<file path="config.mk">
export PLATFORM = sky130hd
export DESIGN_NAME = defuzzifier_wavg_flat
export DESIGN_NICKNAME = d
export VERILOG_FILES = /design/src/rtl/defuzzifier_wavg_pkg.sv /design/src/rtl/defuzzifier_wavg_if.sv /design/src/rtl/defuzzifier_wavg_chk.sv /design/src/rtl/defuzzifier_wavg_div.sv /design/src/rtl/defuzzifier_wavg.sv /design/src/flat_wrapper.sv
export SDC_FILE = /design/constraint.sdc
export NUM_CORES = 1
export LEC_CHECK = 0
export ABC_AREA = 1
export CORE_UTILIZATION = 30
export CTS_CLUSTER_SIZE = 10
export DETAILED_ROUTE_END_ITERATION = 7
export SYNTH_ARGS = -nofsm -noshare
export SYNTH_HDL_FRONTEND = slang
export SYNTH_SLANG_ARGS = --single-unit
</file>
<file path="constraint.sdc">
create_clock -name clk -period 15.91 [get_ports clk]
set_clock_uncertainty 0.05 [all_clocks]
set_input_delay 3.182 -clock clk [delete_from_list [all_inputs] [get_ports clk]]
set_output_delay 3.182 -clock clk [all_outputs]
set_load 0.02 [all_outputs]
</file>
<file path="src/rtl/defuzzifier_wavg_pkg.sv">
// Shared fuzzy datapath types: membership degrees, crisp values, defuzzifier
// FSM states, and the sign/saturation helper used on the divider result.
package defuzzifier_wavg_pkg;

   typedef logic [15:0]        mu_t;
   typedef logic signed [7:0]  crisp_t;

   typedef enum logic [1:0] {
      IDLE = 2'd0,
      ACC  = 2'd1,
      DIV  = 2'd2,
      DONE = 2'd3
   } defuzz_state_e;

   localparam int Q_BITS = 8;

   // Apply the numerator sign to an unsigned quotient and clip to the crisp
   // range; only a positive 128 can exceed it because |num| <= 128*den.
   function automatic crisp_t apply_sign_sat(input logic neg, input logic [Q_BITS-1:0] q);
      logic [Q_BITS:0] q_ext;
      logic [Q_BITS:0] q_neg;
      crisp_t          res;
      q_ext = {1'b0, q};
      q_neg = 9'd0 - q_ext;
      if (neg) begin
         res = q_neg[7:0];
      end else if (q_ext > 9'd127) begin
         res = 8'sd127;
      end else begin
         res = q_ext[7:0];
      end
      return res;
   endfunction

endpackage

</file>
<file path="src/rtl/defuzzifier_wavg_if.sv">
// Rule-vector in / crisp-result out handshake bundle of the defuzzifier.
interface defuzzifier_wavg_if
   import defuzzifier_wavg_pkg::*;
#(
   parameter int N_RULES = 9
);
   logic                   in_valid;
   logic                   in_ready;
   logic [16*N_RULES-1:0]  mu;
   logic [8*N_RULES-1:0]   s;
   logic                   out_valid;
   logic                   out_ready;
   crisp_t                 y;
   logic                   zero_den;

   modport master (
      output in_valid, mu, s, out_ready,
      input  in_ready, out_valid, y, zero_den
   );

   modport slave (
      input  in_valid, mu, s, out_ready,
      output in_ready, out_valid, y, zero_den
   );
endinterface

</file>
<file path="src/rtl/defuzzifier_wavg_chk.sv">
// Elaboration-time parameter checks for the defuzzifier accumulators.
module defuzzifier_wavg_chk #(
   parameter int N_RULES = 9,
   parameter int DEN_W   = 20,
   parameter int NUM_W   = 28
) ();

   localparam int LOG_N = (N_RULES > 1) ? $clog2(N_RULES) : 0;

   if (N_RULES < 1 || N_RULES > 16) begin : g_bad_n
      $error("defuzzifier_wavg: N_RULES=%0d outside 1..16", N_RULES);
   end
   if (DEN_W < 16 + LOG_N) begin : g_bad_den
      $error("defuzzifier_wavg: DEN_W=%0d too narrow for N_RULES=%0d", DEN_W, N_RULES);
   end
   if (NUM_W < 24 + LOG_N) begin : g_bad_num
      $error("defuzzifier_wavg: NUM_W=%0d too narrow for N_RULES=%0d", NUM_W, N_RULES);
   end

endmodule

</file>
<file path="src/rtl/defuzzifier_wavg_div.sv">
// Iterative restoring divider: one quotient bit per cycle, MSB first.
// done is high during the cycle whose edge resolves the last bit; quotient
// already includes that bit, so the caller can capture it on the same edge.
module seq_div_restoring
   import defuzzifier_wavg_pkg::*;
#(
   parameter int DVD_W = 28,
   parameter int DVS_W = 20
) (
   input  logic              clk,
   input  logic              rst_n,
   input  logic              start,
   input  logic [DVD_W-1:0]  dividend,
   input  logic [DVS_W-1:0]  divisor,
   output logic [Q_BITS-1:0] quotient,
   output logic              done
);

   localparam int K_W  = $clog2(Q_BITS);
   localparam int SH_W = DVS_W + Q_BITS - 1;
   localparam int CW   = ((DVD_W > SH_W) ? DVD_W : SH_W) + 1;

   logic [DVD_W-1:0]  rem_r;
   logic [DVS_W-1:0]  dvs_r;
   logic [Q_BITS-1:0] q_r;
   logic [K_W-1:0]    k_r;
   logic              busy_r;

   logic [CW-1:0]     shifted_s;
   logic [CW-1:0]     rem_ext_s;
   logic [CW-1:0]     diff_s;
   logic              ge_s;
   logic [DVD_W-1:0]  rem_nxt_s;
   logic [Q_BITS-1:0] q_step_s;

   // One trial subtraction of the divisor shifted to the current bit weight.
   always_comb begin
      shifted_s = CW'(dvs_r) << k_r;
      rem_ext_s = CW'(rem_r);
      diff_s    = rem_ext_s - shifted_s;
      ge_s      = (rem_ext_s >= shifted_s);
      rem_nxt_s = rem_r;
      q_step_s  = q_r;
      if (ge_s) begin
         rem_nxt_s = diff_s[DVD_W-1:0];
         q_step_s  = q_r | (Q_BITS'(1) << k_r);
      end else begin
         rem_nxt_s = rem_r;
         q_step_s  = q_r;
      end
   end

   assign quotient = q_step_s;
   assign done     = busy_r && (k_r == K_W'(0));

   // Load operands on start, then retire one quotient bit per cycle.
   always_ff @(posedge clk) begin
      if (!rst_n) begin
         rem_r  <= {DVD_W{1'b0}};
         dvs_r  <= {DVS_W{1'b0}};
         q_r    <= {Q_BITS{1'b0}};
         k_r    <= {K_W{1'b0}};
         busy_r <= 1'b0;
      end else if (start) begin
         rem_r  <= dividend;
         dvs_r  <= divisor;
         q_r    <= {Q_BITS{1'b0}};
         k_r    <= K_W'(Q_BITS - 1);
         busy_r <= 1'b1;
      end else if (busy_r) begin
         rem_r  <= rem_nxt_s;
         q_r    <= q_step_s;
         k_r    <= k_r - K_W'(1);
         busy_r <= (k_r != K_W'(0));
      end else begin
         busy_r <= 1'b0;
      end
   end

endmodule

</file>
<file path="src/rtl/defuzzifier_wavg.sv">
// Weighted-average singleton defuzzifier: y = sum(mu_i*s_i) / sum(mu_i).
// One MAC per cycle over the captured rule vector, then an 8-cycle restoring
// divide on |num|; sign, truncation toward zero and saturation applied last.
module defuzzifier_wavg
   import defuzzifier_wavg_pkg::*;
#(
   parameter int N_RULES = 9,
   parameter int DEN_W   = 20,
   parameter int NUM_W   = 28
) (
   input  logic              clk,
   input  logic              rst_n,
   defuzzifier_wavg_if.slave bus
);

   localparam int IDX_W  = (N_RULES > 1) ? $clog2(N_RULES) : 1;
   localparam int PROD_W = 25;

   defuzz_state_e            state_r;
   defuzz_state_e            state_nxt_s;

   mu_t                      mu_r [N_RULES];
   crisp_t                   s_r  [N_RULES];
   logic [IDX_W-1:0]         idx_r;
   logic signed [NUM_W-1:0]  num_r;
   logic [DEN_W-1:0]         den_r;
   logic                     neg_r;
   logic                     den_zero_r;
   logic                     out_valid_r;
   crisp_t                   y_r;
   logic                     zero_den_r;

   logic signed [PROD_W-1:0] mu_ext_s;
   logic signed [PROD_W-1:0] s_ext_s;
   logic signed [PROD_W-1:0] prod_s;
   logic signed [NUM_W-1:0]  num_nxt_s;
   logic [DEN_W-1:0]         den_nxt_s;
   logic [NUM_W-1:0]         num_abs_s;
   logic                     last_acc_s;
   logic                     div_start_s;
   logic                     div_done_s;
   logic [Q_BITS-1:0]        div_q_s;

   defuzzifier_wavg_chk #(
      .N_RULES (N_RULES),
      .DEN_W   (DEN_W),
      .NUM_W   (NUM_W)
   ) u_chk ();

   seq_div_restoring #(
      .DVD_W (NUM_W),
      .DVS_W (DEN_W)
   ) u_div (
      .clk      (clk),
      .rst_n    (rst_n),
      .start    (div_start_s),
      .dividend (num_abs_s),
      .divisor  (den_nxt_s),
      .quotient (div_q_s),
      .done     (div_done_s)
   );

   assign last_acc_s    = (idx_r == IDX_W'(N_RULES - 1));
   assign bus.in_ready  = (state_r == IDLE);
   assign bus.out_valid = out_valid_r;
   assign bus.y         = y_r;
   assign bus.zero_den  = zero_den_r;

   // MAC term for the current rule; the unsigned degree is zero-extended so
   // the product is signed, and |num| feeds the divider on the last term.
   always_comb begin
      mu_ext_s  = $signed({{(PROD_W-16){1'b0}}, mu_r[idx_r]});
      s_ext_s   = PROD_W'(s_r[idx_r]);
      prod_s    = mu_ext_s * s_ext_s;
      num_nxt_s = num_r + NUM_W'(prod_s);
      den_nxt_s = den_r + DEN_W'(mu_r[idx_r]);
      num_abs_s = $unsigned(num_nxt_s);
      if (num_nxt_s[NUM_W-1]) begin
         num_abs_s = $unsigned(-num_nxt_s);
      end else begin
         num_abs_s = $unsigned(num_nxt_s);
      end
   end

   // State register.
   always_ff @(posedge clk) begin
      if (!rst_n) begin
         state_r <= IDLE;
      end else begin
         state_r <= state_nxt_s;
      end
   end

   // Next-state logic and divider start on the final accumulation cycle.
   always_comb begin
      state_nxt_s = state_r;
      div_start_s = 1'b0;
      case (state_r)
         IDLE: begin
            if (bus.in_valid) begin
               state_nxt_s = ACC;
            end else begin
               state_nxt_s = IDLE;
            end
         end
         ACC: begin
            if (last_acc_s) begin
               state_nxt_s = DIV;
               div_start_s = 1'b1;
            end else begin
               state_nxt_s = ACC;
            end
         end
         DIV: begin
            if (div_done_s) begin
               state_nxt_s = DONE;
            end else begin
               state_nxt_s = DIV;
            end
         end
         DONE: begin
            if (bus.out_ready) begin
               state_nxt_s = IDLE;
            end else begin
               state_nxt_s = DONE;
            end
         end
         default: begin
            state_nxt_s = IDLE;
         end
      endcase
   end

   // Capture, accumulation and result registers; results hold after accept.
   always_ff @(posedge clk) begin
      if (!rst_n) begin
         for (int i = 0; i < N_RULES; i++) begin
            mu_r[i] <= 16'd0;
            s_r[i]  <= 8'sd0;
         end
         idx_r       <= {IDX_W{1'b0}};
         num_r       <= {NUM_W{1'b0}};
         den_r       <= {DEN_W{1'b0}};
         neg_r       <= 1'b0;
         den_zero_r  <= 1'b0;
         out_valid_r <= 1'b0;
         y_r         <= 8'sd0;
         zero_den_r  <= 1'b0;
      end else begin
         case (state_r)
            IDLE: begin
               if (bus.in_valid) begin
                  for (int i = 0; i < N_RULES; i++) begin
                     mu_r[i] <= bus.mu[16*i +: 16];
                     s_r[i]  <= bus.s[8*i +: 8];
                  end
                  idx_r <= {IDX_W{1'b0}};
                  num_r <= {NUM_W{1'b0}};
                  den_r <= {DEN_W{1'b0}};
               end
            end
            ACC: begin
               num_r <= num_nxt_s;
               den_r <= den_nxt_s;
               idx_r <= idx_r + IDX_W'(1);
               if (last_acc_s) begin
                  neg_r      <= num_nxt_s[NUM_W-1];
                  den_zero_r <= (den_nxt_s == {DEN_W{1'b0}});
               end
            end
            DIV: begin
               if (div_done_s) begin
                  out_valid_r <= 1'b1;
                  zero_den_r  <= den_zero_r;
                  if (den_zero_r) begin
                     y_r <= 8'sd0;
                  end else begin
                     y_r <= apply_sign_sat(neg_r, div_q_s);
                  end
               end
            end
            DONE: begin
               if (bus.out_ready) begin
                  out_valid_r <= 1'b0;
               end
            end
            default: begin
               out_valid_r <= 1'b0;
            end
         endcase
      end
   end

endmodule

</file>
<file path="src/flat_wrapper.sv">
// flat-port wrapper written by rule: the top's interface ports become plain ports
module defuzzifier_wavg_flat import defuzzifier_wavg_pkg::*;
#(
   parameter int N_RULES = 9,
   parameter int DEN_W   = 20,
   parameter int NUM_W   = 28
)
  (clk, rst_n, bus_in_valid, bus_mu, bus_s, bus_out_ready, bus_in_ready, bus_out_valid, bus_y, bus_zero_den);
  defuzzifier_wavg_if #(.N_RULES(N_RULES)) bus_i ();
  input  logic clk;
  input  logic rst_n;
  input wire logic [$bits(bus_i.in_valid)-1:0] bus_in_valid;
  input wire logic [$bits(bus_i.mu)-1:0] bus_mu;
  input wire logic [$bits(bus_i.s)-1:0] bus_s;
  input wire logic [$bits(bus_i.out_ready)-1:0] bus_out_ready;
  output wire logic [$bits(bus_i.in_ready)-1:0] bus_in_ready;
  output wire logic [$bits(bus_i.out_valid)-1:0] bus_out_valid;
  output wire logic [$bits(bus_i.y)-1:0] bus_y;
  output wire logic [$bits(bus_i.zero_den)-1:0] bus_zero_den;
  assign bus_i.in_valid = bus_in_valid;
  assign bus_i.mu = bus_mu;
  assign bus_i.s = bus_s;
  assign bus_i.out_ready = bus_out_ready;
  assign bus_in_ready = bus_i.in_ready;
  assign bus_out_valid = bus_i.out_valid;
  assign bus_y = bus_i.y;
  assign bus_zero_den = bus_i.zero_den;
  defuzzifier_wavg #(.N_RULES(N_RULES), .DEN_W(DEN_W), .NUM_W(NUM_W)) u_core (.clk(clk), .rst_n(rst_n), .bus(bus_i));
endmodule
</file>
; Word level (Yosys, flattened, before mapping)
; Memories as Yosys holds them, arrays and structs flattened. A register that Yosys moved wholly into a read port is not among the register bits.
; Index checks and enable logic that the tools add are counted.
[op_classes]
n_mux = 55
bitwise = 20
shifts = 2
n_lt_le_gt_ge = 2
addsub = 7
mul = 1
n_eq_ne = 7
n_reduce_logical = 15
[ops]
columns = op, n
row1 = $mux W16, 9
row2 = $mux W28, 5
row3 = $mux W8, 13
row4 = $pmux W28 S2, 1
row5 = $pmux W20 S2, 1
row6 = $ge A28 B29 Y1, 1
row7 = $shl A20 B3 Y29, 1
row8 = $add A28 B25 Y28, 1
row9 = $neg A28 Y28, 1
row10 = $sub A28 B28 Y28, 1
row11 = $mul A17 B8 Y25, 1
row12 = $add A20 B16 Y20, 1
row13 = $logic_not A20 Y1, 1
row14 = $mux W20, 1
row15 = $mux W4, 5
row16 = $or A1 B1 Y1, 18
row17 = $mux W1, 13
row18 = $gt A8 B7 Y1 const B, 1
row19 = $or A8 B8 Y8, 1
row20 = $pmux W2 S4, 1
row21 = $pmux W4 S2, 1
row22 = $reduce_and A2 Y1, 4
row23 = $reduce_bool A2 Y1, 4
row24 = $shl A1 B3 Y8 const A, 1
row25 = 18 further kinds, 22
[word_totals]
input_bits = 220
register_bits = 126
mem_count = 2
out_inout_bits = 11
mem_bits_rw = 216
word_cells = 125
[mem_list]
columns = name, depth, word_bits, read_ports, rd_clocked_by_memory_dff, write_ports, line
row1 = u_core.mu_r, 9, 16, 1, 1, 9, defuzzifier_wavg.sv:22  ; mu_t mu_r [N_RULES];
row2 = u_core.s_r, 9, 8, 1, 1, 9, defuzzifier_wavg.sv:23  ; crisp_t s_r [N_RULES];

; Longest topological paths before layout
[depth]
ltp_word = 7
depth_mapped = 40
mapped_depth_nobuf = 37

; Modules after synthesis
; A second synthesis with hierarchy kept.
[hier_totals]
cells_unflattened = 3570
hier_area_um2 = 26151.3
[by_module_without_submodules]
columns = module, seq_area_each_um2, area_each_um2, n_inst, cells_each
row1 = defuzzifier_wavg, 7887.6, 20505.9, 1, 2550
row2 = seq_div_restoring, 1201.2, 5645.4, 1, 1020

; Worst setup path after synthesis
; No wires, ideal clock.
[synth_timing]
path_kind = input to register
from = in rst_n
to = mem u_core.mu_r[0][0] (netlist bit), enable pin
slack_ps = 7013
stages = 3
n_path_buf = 2
setup_time_ps = 1699
arrival_time_ps = 7148
required_time_ps = 14161
path_cell_list = clkbuf_1 -> clkbuf_1 -> nand2_1
[synth_lines]
columns = item, line
row1 = start: declaration, flat_wrapper.sv:11  ; input logic rst_n;
row2 = end: declaration, defuzzifier_wavg.sv:22

==> results.yml <==
cells_and_area:
  final_cell_mix: "685 x nand2_1, 652 x inv_1, 345 x nor2_1"
  mostFrequentLayoutCell: "nand2_1"
  instances_no_fill: 4524
  fillers: 8656
  drive_gt1_frac: 0.0394
  fin_nets: 3886
  area_growth_pct: 18.2
pwr:
  p_leak_nw: 14.2
  power.density_mw_per_mm2: 152
  ir_drop_mv: 0.122
critical_path:
  crit_path_top_delay_cell: "buf_4"
  r2r_cells: 30
  path_common_cell: "inv_1"
  rrSetupSlack_ns: 7.32
  worstPathArrival_ns: 9.00
  critPathTopFamily: "adder cells"
  r2r_end: "u_core.u_div.rem_r[13]$_SDFFE_PN0P_"
  cp_max_fo: 75
  cp.required_ns: 16.32
  path_class: "flip-flop to flip-flop"
  endpoint_kind: "flip-flop"
  cp-start-kind: "flip-flop"
  cpPeakStageDelay_ns: 0.70
  cp_num_buf_inv: 8
floorplan:
  die_area_mm2: 0.0842
  design.core.area_mm2: 0.0821
  num_rows: 105
  dieWidth_um: 290
  ios: 231
  die_y_um: 290
  start_util: 0.303
yosys:
  synth-seq-area-share: 0.365
  synth-async-reset-ratio: 0
  syn-num-nets: 3715
  synth_cells: 3256
  synth_cell_types: 48
  ys_seq_elements: 346
  synth_warnings: 0
  synth_ff_type: "edfxtp_1"
  synth_edf_count: 216
  syn-cell-area_mm2: 0.0249
  syn_area_per_cell_um2: 7.65
placed_design:
  io_buffers: 230
  dp_cells: 4452
  dp_hpwl_um: 56000
  routabilityCongestion: 0.913
global_routing:
  grt_overflow: 0
  grt_max_degree: 82
  grt_pass1_wl_um: 114000
  antenna_found_initial: 1
  grtUsageTotal: 0.172
  grt_pass1_vias: 20265
cts:
  ctsLongestPathBuffers: 3
  clk_pin_slew_ns: 0.06
  cts_tree: "done"
  cts_made_buffers: 43
  clock_sinks: 346
  cts_resized: 0
  cts_root_buffer: "clkbuf_16"
  post-cts-setup-buffers: 0
  cts_hold_buf: 0
  clk_latency_ns: 0.59
  htreeDepth: 2
route:
  num_vias: 21035
  route.detailed.drc: 0
  wl_per_cell_um: 16.2
  first_pass_iters: 5
  wirelength_um: 73500
  via_per_inst: 4.65
  drt-initial-drc-count: 1670
  ant_nets: 0
flow_run:
  cap_violations: 0
timing:
  maxSlewViolCount: 0
  layout_min_cycle_time_ns: 8.59
  hold_viol_final: 0
  timing.final.crit_share: 0.540
  setup_violations: 0
  tns_ns: 0
  max_freq_ghz: 0.116
  relSlewSlack: 0.223
  worst_pin_slew_ns: 1.16
  rsz0062_at_grt: "no"
outcome:
  status: "finished clean"
worst_hold_path:
  min_from: "u_core.u_div.q_r[7]$_SDFFE_PP0P_"
  hold_path_depth: 2
  hold_end: "u_core.u_div.q_r[7]$_SDFFE_PP0P_"
  hold_class: "flip-flop to flip-flop"
==> cells by family after synthesis <==
logic type	share of synthesized area
compound gates	0.121
xor+xnor	0.0134
fa+ha+maj	0.153
buf+inv	0.121
flops	0.365
mux	0.0189
simple gates	0.208
==> worst reg2reg max path: cells and delay by family (launching register included) <==
family | cells | cell delay [ns]
AOI/OAI and AO/OA | 5 | 0.83
muxes | 1 | 0.26
buffers and inverters | 8 | 2.20
DFF | 1 | 0.52
and+or+nand+nor | 10 | 1.76
adders and majority gates | 6 | 2.85
==> registers in the layout, indices dropped and copies added, names as in the netlist, 2 cells and up, named ones only <==
register            cells
u_core.bus.y            8
u_core.s_r             72
u_core.state_r          2
u_core.idx_r            4
u_core.den_r           20
u_core.u_div.dvs_r     20
u_core.u_div.k_r        3
u_core.u_div.q_r        8
u_core.u_div.rem_r     28
u_core.num_r           28
u_core.mu_r           144
==> where the power goes <==
part,leakage (nW),switching (mW),total [mW],internal [mW]
Combinational,10.2,1.73,2.53,0.800
Clock,0.601,0.395,0.899,0.505
Sequential,3.39,0.0283,1.05,1.03
Total,14.2,2.15,4.48,2.33
==> cell type report <==
class | instances | area, um2 | area share
flip-flops and latches | 346 | 9090 | 0.309
repair buffers | 248 | 2440 | 0.0828
clock buffers | 61 | 1150 | 0.0392
diodes | 1 | 2.50 | 0.0000850
inverters | 661 | 2480 | 0.0843
multi-input cells | 2127 | 12800 | 0.436
well taps | 1070 | 1340 | 0.0455
clock inverters | 10 | 95.1 | 0.00323
==> per-layer routing <==
metal | global-route usage | share of wire
met1 | 0.241 | 0.48
met2 | 0.266 | 0.44
met3 | 0.0265 | 0.052
met4 | 0.0593 | 0.033
met5 | 0 | 0
==> worst max-delay path by stage <==
| stage | cells after the start | start | slack [ns] | end |
|---|---|---|---|---|
| 4_1_cts | 30 | flip-flop | 7.37 | u_core.u_div.rem_r[13]$_SDFFE_PN0P_ |
| 2_1_floorplan | 3 | rst_n | 7.01 | u_core.mu_r[0][0]$_SDFFCE_PN0P_ |
| 3_5_place_dp | 30 | flip-flop | 7.40 | u_core.u_div.rem_r[13]$_SDFFE_PN0P_ |
| 5_1_grt | 30 | flip-flop | 6.67 | u_core.u_div.rem_r[2]$_SDFFE_PN0P_ |
| 6_report | 30 | flip-flop | 7.32 | u_core.u_div.rem_r[13]$_SDFFE_PN0P_ |
| 3_3_place_gp | 30 | flip-flop | 7.49 | u_core.u_div.rem_r[2]$_SDFFE_PN0P_ |
==> cells in the mapped netlist, types with 10 or more instances <==
library cell | instances | area share
buf_1 | 10 | 0.0015
inv_1 | 652 | 0.098
nor2_1 | 346 | 0.052
nor3_1 | 19 | 0.0038
a31oi_1 | 12 | 0.0030
nand3_1 | 131 | 0.026
o211ai_1 | 52 | 0.016
or2_2 | 12 | 0.0030
xor2_1 | 21 | 0.0074
o21bai_1 | 12 | 0.0036
nand2_1 | 687 | 0.10
dfxtp_1 | 130 | 0.10
xnor2_1 | 17 | 0.0060
buf_2 | 18 | 0.0036
fa_1 | 110 | 0.088
nand2_2 | 12 | 0.0030
o22ai_1 | 13 | 0.0033
nand4_1 | 21 | 0.0053
o21ai_0 | 202 | 0.041
ha_1 | 129 | 0.065
a21oi_1 | 220 | 0.044
edfxtp_1 | 216 | 0.26
mux2i_1 | 47 | 0.019
clkbuf_1 | 83 | 0.013
==> per-stage QoR <==
step | setup WS (ns) | utilization | hold WS, ns | area, um2 | power, mW
after global placement | 7.49 | 0.343 | 0.399 | 28200 | 3.56
after global routing | 6.67 | 0.358 | 0.429 | 29400 | 4.87
final | 7.32 | 0.358 | 0.409 | 29400 | 4.48
after detailed placement | 7.40 | 0.343 | 0.402 | 28200 | 3.56
after floorplan | 7.01 | - | 0.386 | 24900 | 2.84
after CTS | 7.37 | 0.358 | 0.412 | 29400 | 4.49
Power figures use the tool's default switching activity.
